**src/rtl/wb_arbiter_m1.sv**
```systemverilog
// wb_arbiter_m1: round-robin writeback arbiter merging ALU and load results into one register-file write port
module wb_arbiter_m1_fifo #(
  parameter int DEPTH = 2,
  parameter int W = 20
) (
  input  logic         clk,
  input  logic         rst_n,
  input  logic         en_i,
  input  logic         valid_i,
  input  logic         pop_i,
  input  logic [W-1:0] data_i,
  output logic         ready_o,
  output logic         empty_o,
  output logic [W-1:0] data_o
);
  localparam int AW = $clog2(DEPTH);
  logic [W-1:0]  mem_q [DEPTH];
  logic [AW-1:0] wptr_q, rptr_q;
  logic [AW:0]   cnt_q, cnt_d;
  logic          push;
  assign ready_o = en_i && cnt_q < (AW+1)'(DEPTH);
  assign push    = valid_i && ready_o;
  assign empty_o = cnt_q == '0;
  assign data_o  = mem_q[rptr_q];
  assign cnt_d   = cnt_q + (AW+1)'(push) - (AW+1)'(pop_i);
  always_ff @(posedge clk or negedge rst_n)
    if (!rst_n) begin
      wptr_q <= '0;
      rptr_q <= '0;
      cnt_q  <= '0;
    end else begin
      if (push) wptr_q <= wptr_q + AW'(1);
      if (pop_i) rptr_q <= rptr_q + AW'(1);
      cnt_q <= cnt_d;
    end
  always_ff @(posedge clk)
    if (push) mem_q[wptr_q] <= data_i;
endmodule

module wb_arbiter_m1 #(
  parameter int DEPTH = 2
) (
  input  logic        clk,
  input  logic        rst_n,
  input  logic        clk_en,
  input  logic        alu_valid,
  output logic        alu_ready,
  input  logic [3:0]  alu_addr,
  input  logic [15:0] alu_data,
  input  logic        mem_valid,
  output logic        mem_ready,
  input  logic [3:0]  mem_addr,
  input  logic [15:0] mem_data,
  output logic        write_en,
  output logic [3:0]  writeback_addr,
  output logic [15:0] data_in,
  output logic        idle
);
  typedef enum logic {PRI_ALU, PRI_MEM} prio_e;
  prio_e       prio_q, prio_d;
  logic        alu_empty, mem_empty, grant_alu, grant_mem, hit;
  logic [19:0] alu_head, mem_head, sel;
  logic        write_en_q, write_en_d;
  logic [3:0]  addr_q, addr_d;
  logic [15:0] data_q, data_d;
  wb_arbiter_m1_fifo #(.DEPTH(DEPTH), .W(20)) u_alu_fifo (
    .clk(clk), .rst_n(rst_n), .en_i(clk_en), .valid_i(alu_valid), .pop_i(grant_alu),
    .data_i({alu_addr, alu_data}), .ready_o(alu_ready), .empty_o(alu_empty), .data_o(alu_head)
  );
  wb_arbiter_m1_fifo #(.DEPTH(DEPTH), .W(20)) u_mem_fifo (
    .clk(clk), .rst_n(rst_n), .en_i(clk_en), .valid_i(mem_valid), .pop_i(grant_mem),
    .data_i({mem_addr, mem_data}), .ready_o(mem_ready), .empty_o(mem_empty), .data_o(mem_head)
  );
  // addr-0 entries still win arbitration and free their slot, but never strobe the register file
  always_comb begin
    grant_alu  = clk_en && !alu_empty && (mem_empty || prio_q == PRI_ALU);
    grant_mem  = clk_en && !mem_empty && !grant_alu;
    sel        = grant_alu ? alu_head : mem_head;
    hit        = (grant_alu || grant_mem) && sel[19:16] != 4'd0;
    prio_d     = grant_alu ? PRI_MEM : grant_mem ? PRI_ALU : prio_q;
    write_en_d = clk_en ? hit : write_en_q;
    addr_d     = hit ? sel[19:16] : addr_q;
    data_d     = hit ? sel[15:0] : data_q;
  end
  always_ff @(posedge clk or negedge rst_n)
    if (!rst_n) begin
      prio_q     <= PRI_ALU;
      write_en_q <= 1'b0;
      addr_q     <= '0;
      data_q     <= '0;
    end else begin
      prio_q     <= prio_d;
      write_en_q <= write_en_d;
      addr_q     <= addr_d;
      data_q     <= data_d;
    end
  assign write_en       = write_en_q;
  assign writeback_addr = addr_q;
  assign data_in        = data_q;
  assign idle           = alu_empty && mem_empty && !write_en_q;
endmodule

```
**config.mk**
```make
export PLATFORM = sky130hd
export DESIGN_NAME = wb_arbiter_m1
export DESIGN_NICKNAME = d
export VERILOG_FILES = /design/src/rtl/wb_arbiter_m1.sv
export SDC_FILE = /design/constraint.sdc
export NUM_CORES = 1
export LEC_CHECK = 0
export BUFFER_PORTS_ARGS = -buffer_cell sky130_fd_sc_hd__buf_2
export CAP_MARGIN = 0
export CORE_MARGIN = 4
export CORE_UTILIZATION = 45
export CTS_CLUSTER_SIZE = 30
export DETAILED_ROUTE_END_ITERATION = 7
export PLACE_DENSITY = 0.65
export SYNTH_ARGS = -nofsm -noshare
export SYNTH_HDL_FRONTEND = slang
export SYNTH_HIERARCHICAL = 1
export SYNTH_SLANG_ARGS = --single-unit
```
**constraint.sdc**
```tcl
create_clock -name clk -period 3.9 [get_ports clk]
set_input_delay 0.195 -clock clk [delete_from_list [all_inputs] [get_ports clk]]
set_output_delay 0.195 -clock clk [all_outputs]
set_load 0.1 [all_outputs]
```
; After elaboration in Yosys (flattened, before gate mapping)
; Memories as Yosys holds them, arrays and structs flattened.
; Index checks and enable logic that the tools add are counted.
; W data, S select, Z words.
[word_totals]
memories = 2
register_bits = 30
mem_bits_rw = 80
inputBits = 45
word_cells = 51
output_inout_bits = 24
[op_classes]
n_addsub = 8
n_reduce_logical = 21
n_mux = 7
n_lt_le_gt_ge = 2
bitwise = 1
[memory_table]
columns = memory, words, word_bits, read_ports, rd_ports_with_merged_regs, write_ports, line_no
row1 = u_alu_fifo.mem_q, 2, 20, 1, 0, 1, 17  ; logic [W-1:0] mem_q [DEPTH];
row2 = u_mem_fifo.mem_q, 2, 20, 1, 0, 1, 17
[ops]
columns = operator, count
row1 = $mux W20, 1
row2 = $logic_and A1 B1 Y1, 11
row3 = $mux W1, 6
row4 = $add A1 B1 Y1 const B, 4
row5 = $add A2 B1 Y2, 2
row6 = $logic_not A1 Y1, 4
row7 = $logic_not A2 Y1, 2
row8 = $lt A2 B2 Y1 const B, 2
row9 = $reduce_bool A4 Y1, 1
row10 = $sub A2 B1 Y2, 2
row11 = $logic_or A1 B1 Y1, 2
row12 = $reduce_bool A2 Y1, 1
row13 = $not A1 Y1, 1

; Depth between registers and ports, before layout
[logic_depth]
ltp_word = 8
mapped_depth = 8
depth_no_buf = 7

; Modules after synthesis
; Netlist, hierarchy kept.
[modules_own_cells]
columns = module, area_each_um2, n_inst, cells_each, seq_area_each_um2
row1 = wb_arbiter_m1_fifo, 1719.1, 2, 80, 1301.2
row2 = wb_arbiter_m1, 1196.1, 1, 87, 550.5

; Worst setup path after synthesis
; OpenSTA, ideal clock, no wires.
[synth_path]
kind = flip-flop to flip-flop
from = register u_alu_fifo.cnt_q[1]
to = memory u_alu_fifo.mem_q[0][0] (enable)
slack_ns = 1.078
t_required_ns = 3.503
path_stages_with_launch = 4
synth_period_minus_slack_ns = 2.822
setup_time_ns = 0.397
path_buffers = 0
t_arrival_ns = 2.425
cell_sequence = dfrtp_1 -> nor2b_2 -> nand2_1 -> nor2_1
[synth_between]
elab_chain_len = 5
[synth_lines]
columns = element, line_no
row1 = start: declaration, 19  ; logic [AW:0] cnt_q, cnt_d;
row2 = start signal: assignment, 34  ; cnt_q <= cnt_d;
row3 = $lt A2 B2 Y1, 21  ; assign ready_o = en_i && cnt_q < (AW+1)'(DEPTH);
row4 = $logic_and A1 B1 Y1, 21
row5 = net alu_ready, 47  ; output logic alu_ready,
row6 = $logic_and A1 B1 Y1, 22  ; assign push = valid_i && ready_o;
row7 = $mux W1, 37  ; if (push) mem_q[wptr_q] <= data_i;
row8 = $mux W1 (implied by the code), 37
row9 = end: declaration, 17
; The timed path passes the listed nets, and every way through them passes these cells.

; Worst setup path in the final report
[layout_path]
from = register u_alu_fifo.rptr_q
to = register data_q[15], in the netlist data_in[15]
[layout_between]
elab_chain_len = 4
[layout_lines]
columns = element, line_no
row1 = start: declaration, 18  ; logic [AW-1:0] wptr_q, rptr_q;
row2 = start signal: assignment, 33  ; if (pop_i) rptr_q <= rptr_q + AW'(1);
row3 = $mem_v2 Z2 W20, -
row4 = net alu_head[16], 62  ; logic [19:0] alu_head, mem_head, sel;
row5 = $mux W20, 78  ; sel = grant_alu ? alu_head : mem_head;
row6 = $reduce_bool A4 Y1, 79  ; hit = (grant_alu || grant_mem) && sel[19:16] != 4'd0;
row7 = $logic_and A1 B1 Y1, 79
row8 = end signal: assignment, 95  ; data_q <= data_d;
row9 = end: declaration, 65  ; logic [15:0] data_q, data_d;
; The timed path passes the listed nets, and every way through them passes these cells.
; A chain may end at the register's enable or synchronous reset.

==> results_dict.tcl <==
set metrics [dict create \
    r2r-start "u_alu_fifo/rptr_q$_DFFE_PN0P_" \
    crit_type "register to register" \
    synth_area_um2 4634 \
    grt_max_degree 31 \
    cts_tree "yes" \
    grt_overflow 0 \
    synth_cell_types 26 \
    top_usage_layer "met2" \
    worst_pin_slew_ns 1.188 \
    ys_ff_latch 110 \
    final_nets 387 \
    drc 0 \
    htree_num_levels 3 \
    via_count 2311 \
    min_path_cells 1 \
    drive_gt1_share_pct 49.86 \
    antenna_cells 0 \
    fin_skew_ns 0.01114 \
    ios 69 \
    path_cells "mux2_4 -> nor4_1 -> a311oi_4 -> buf_4 -> mux2_4" \
    use_met3_pct 3.230 \
    cts_buffers 9 \
    cp_max_fo 12 \
    die_w_um 109.5 \
    clk_latency_ns 0.36 \
    areaGrowthSynthToFinish_pct 17.68 \
    track_usage_pct 14.41 \
    synthCells 247 \
    slew-limit-headroom_pct 20.69 \
    use_met1_pct 19.06 \
    rows 36 \
    fin_crit_ns 2.685 \
    max_freq_mhz 372.5 \
    fin_cells 478 \
    grt_pass1_vias 2370 \
    routed_via_density 4.835 \
    drt-initial-drc-count 40 \
    dp_cells 446 \
    drv_slew 0 \
    fp.coreArea_um2 9910 \
    cap_violations 0 \
    ant_nets 0 \
    fin_setup_tns_ns 0 \
    dr.pass1.iters 4 \
    worstRegToRegCells 5 \
    die_area_um2 11990 \
    gp_congestion 0.7876 \
    routed_wl_um 8357 \
    rrSetupSlack_ns 1.22 \
    path_common_cell "mux2_4" \
    rsz0062_at_grt "no" \
    grt.met2_usage_pct 23.32 \
    cp.arrival_ns 2.93 \
    crit_path_start_kind "register" \
    finalCritPeriodShare_pct 68.84 \
    yosysTopAreaCellShare_pct 51.84 \
    max_stage_delay_ns 0.81 \
    hold_class "primary input to register" \
    n_fill_cell 832 \
    clockBufferDepth 2 \
    ys_warn_count 6 \
    seq_area_frac_synth_pct 68.03 \
    crit_required_ns 4.15 \
    wire_per_inst_um 17.48 \
    clockRootBuffer "clkbuf_8" \
    hpwl_um 5467 \
    power_per_cell_area_nw_per_um2 817.4 \
    min_to "u_mem_fifo/mem_q[1][10]$_DFFE_PP_" \
    cp-end-kind "register" \
    status "complete, no violations" \
    final_hold_viol_count 0 \
    finalSetupViolations 0 \
    r2r-end "data_in[15]$_DFFE_PN0P_" \
    hold_start "mem_data[10]" \
    synth.largest_area_cell "edfxtp_1" \
    ir_worst_vdd_mv 0.3666 \
    antenna_found_initial 0 \
    clk_pin_slew_worst_paths_ns 0.10 \
    crit_slowest_cell "dfrtp_1" \
    start_util_pct 46.77 \
    grt_first_pass_wirelength_um 12390 \
    die_y_um 109.5 \
    numPortBuffers 68 \
    clock_sinks 110 \
    syn_nets 294 \
    netlist_top_cells_area "edfxtp_1, mux2_4, dfrtp_1" \
    synth_area_per_cell_um2 18.76 \
    p_leak_nw 2.223 \
]
-- cells in the final DEF, fill, tap and decap left out, types with 6 or more instances in the layout --
cell / synthesis / routed
buf_2: 0 / 68
clkbuf_8: 0 / 9
dfrtp_1: 30 / 30
dlygate4sd3_1: 0 / 16
edfxtp_1: 80 / 80
mux2_2: 20 / 20
mux2_4: 54 / 54
nand2_1: 8 / 8
xnor2_1: 6 / 6
-- how the worst max path moves through the flow --
stage	from	to	cells after the start	slack, ns
global route	u_alu_fifo/rptr_q$_DFFE_PN0P_	data_in[11]$_DFFE_PN0P_	5	1.10
global placement	u_alu_fifo/rptr_q$_DFFE_PN0P_	data_in[8]$_DFFE_PN0P_	5	1.27
floorplan	u_alu_fifo/cnt_q[1]$_DFF_PN0_	u_alu_fifo/mem_q[0][0]$_DFFE_PP_	3	1.08
CTS	u_alu_fifo/rptr_q$_DFFE_PN0P_	data_in[13]$_DFFE_PN0P_	5	1.18
detailed placement	u_alu_fifo/rptr_q$_DFFE_PN0P_	data_in[5]$_DFFE_PN0P_	5	1.19
finish	u_alu_fifo/rptr_q$_DFFE_PN0P_	data_in[15]$_DFFE_PN0P_	5	1.22
-- sequential cells by signal, summed over array words and instances (netlist names) --
register           count
u_alu_fifo/wptr_q      1
prio_q                 1
u_mem_fifo/mem_q      40
u_mem_fifo/rptr_q      1
u_alu_fifo/rptr_q      1
writeback_addr         4
u_alu_fifo/cnt_q       2
u_mem_fifo/cnt_q       2
u_mem_fifo/wptr_q      1
data_in               16
u_alu_fifo/mem_q      40
write_en               1
-- worst max-delay path, delay by kind of cell, from the launching register on --
family | cells | cell delay [ns]
buffers and inverters | 1 | 0.38
muxes | 2 | 0.61
DFF | 1 | 0.81
AOI/OAI and AO/OA | 1 | 0.70
and+or+nand+nor | 1 | 0.07
-- report_power, final --
part	leakage [nW]	internal [mW]	switching, mW
sequential	1.08	1.52	0.176
clock	0.0845	0.240	0.364
combinational	1.06	0.764	1.39
total	2.22	2.52	1.93
-- metrics by stage --
step           total power, mW  worst slack [ns]  hold slack, ns  util, %  area (µm²)
6_report                 4.458             1.215         0.02157    55.04        5454
5_1_grt                  4.677             1.104       0.0001180    55.04        5454
4_1_cts                  4.494             1.184     0.000005551    53.52        5304
3_5_place_dp             3.885             1.190          0.2993    51.67        5120
3_3_place_gp             3.857             1.268          0.3002    51.67        5120
2_1_floorplan            3.525             1.078         -0.1006        -        4634
-- final cells by class --
class                   instances  area (µm²)  area share, %
flip-flops and latches        110        3153          57.81
multi-input cells             125        1404          25.74
repair buffers                 89       538.0          9.865
well taps                     133       166.4          3.051
clock buffers                  11       131.4          2.409
clock inverters                 5       42.54         0.7800
inverters                       5       18.77         0.3441
-- per-layer routing --
layer	vias to the layer above	wire length, µm
met5	-	0
met4	0	87
met3	8	436
met2	56	4172
met1	1136	3662
li1	1111	-
-- synth_stat cells --
cell and instances:
a21o_1 1, a21oi_2 3, a22oi_1 3, a311oi_2 1
and2b_1 1, and3_1 2, buf_4 1, buf_6 6
dfrtp_1 30, edfxtp_1 80, ha_1 2, inv_1 5
mux2_2 20, mux2_4 54, nand2_1 8, nand2_2 1
nand2b_4 1, nor2_1 7, nor2b_1 4, nor2b_2 3
nor3_1 1, nor4_1 1, o22ai_1 3, or4_1 1
xnor2_1 6, xor2_1 2
-- logic make-up (layout without fill, tap and decap cells) --
| family | count (synthesis) | in the layout | share of synthesized area [%] |
|---|---|---|---|
| AO/OA/AOI/OAI | 11 | 11 | 1.944 |
| XOR/XNOR | 8 | 8 | 1.512 |
| adder cells (fa/ha/maj) | 2 | 2 | 0.5399 |
| buffers and inverters | 12 | 110 | 2.025 |
| flip-flops | 110 | 110 | 68.03 |
| multiplexers | 74 | 74 | 22.35 |
| AND/OR/NAND/NOR | 30 | 30 | 3.591 |
-- what timing repair did --
| action | in CTS | in global routing |
|---|---|---|
| hold buffers | 1 | 15 |
| buffers inserted | 0 | 0 |
| endpoints found under the hold margin | 30 | 28 |
| endpoints found under the setup margin | 0 | 0 |
| gates resized for setup | 0 | 0 |
Note: power is estimated with default switching activity, not from simulation.
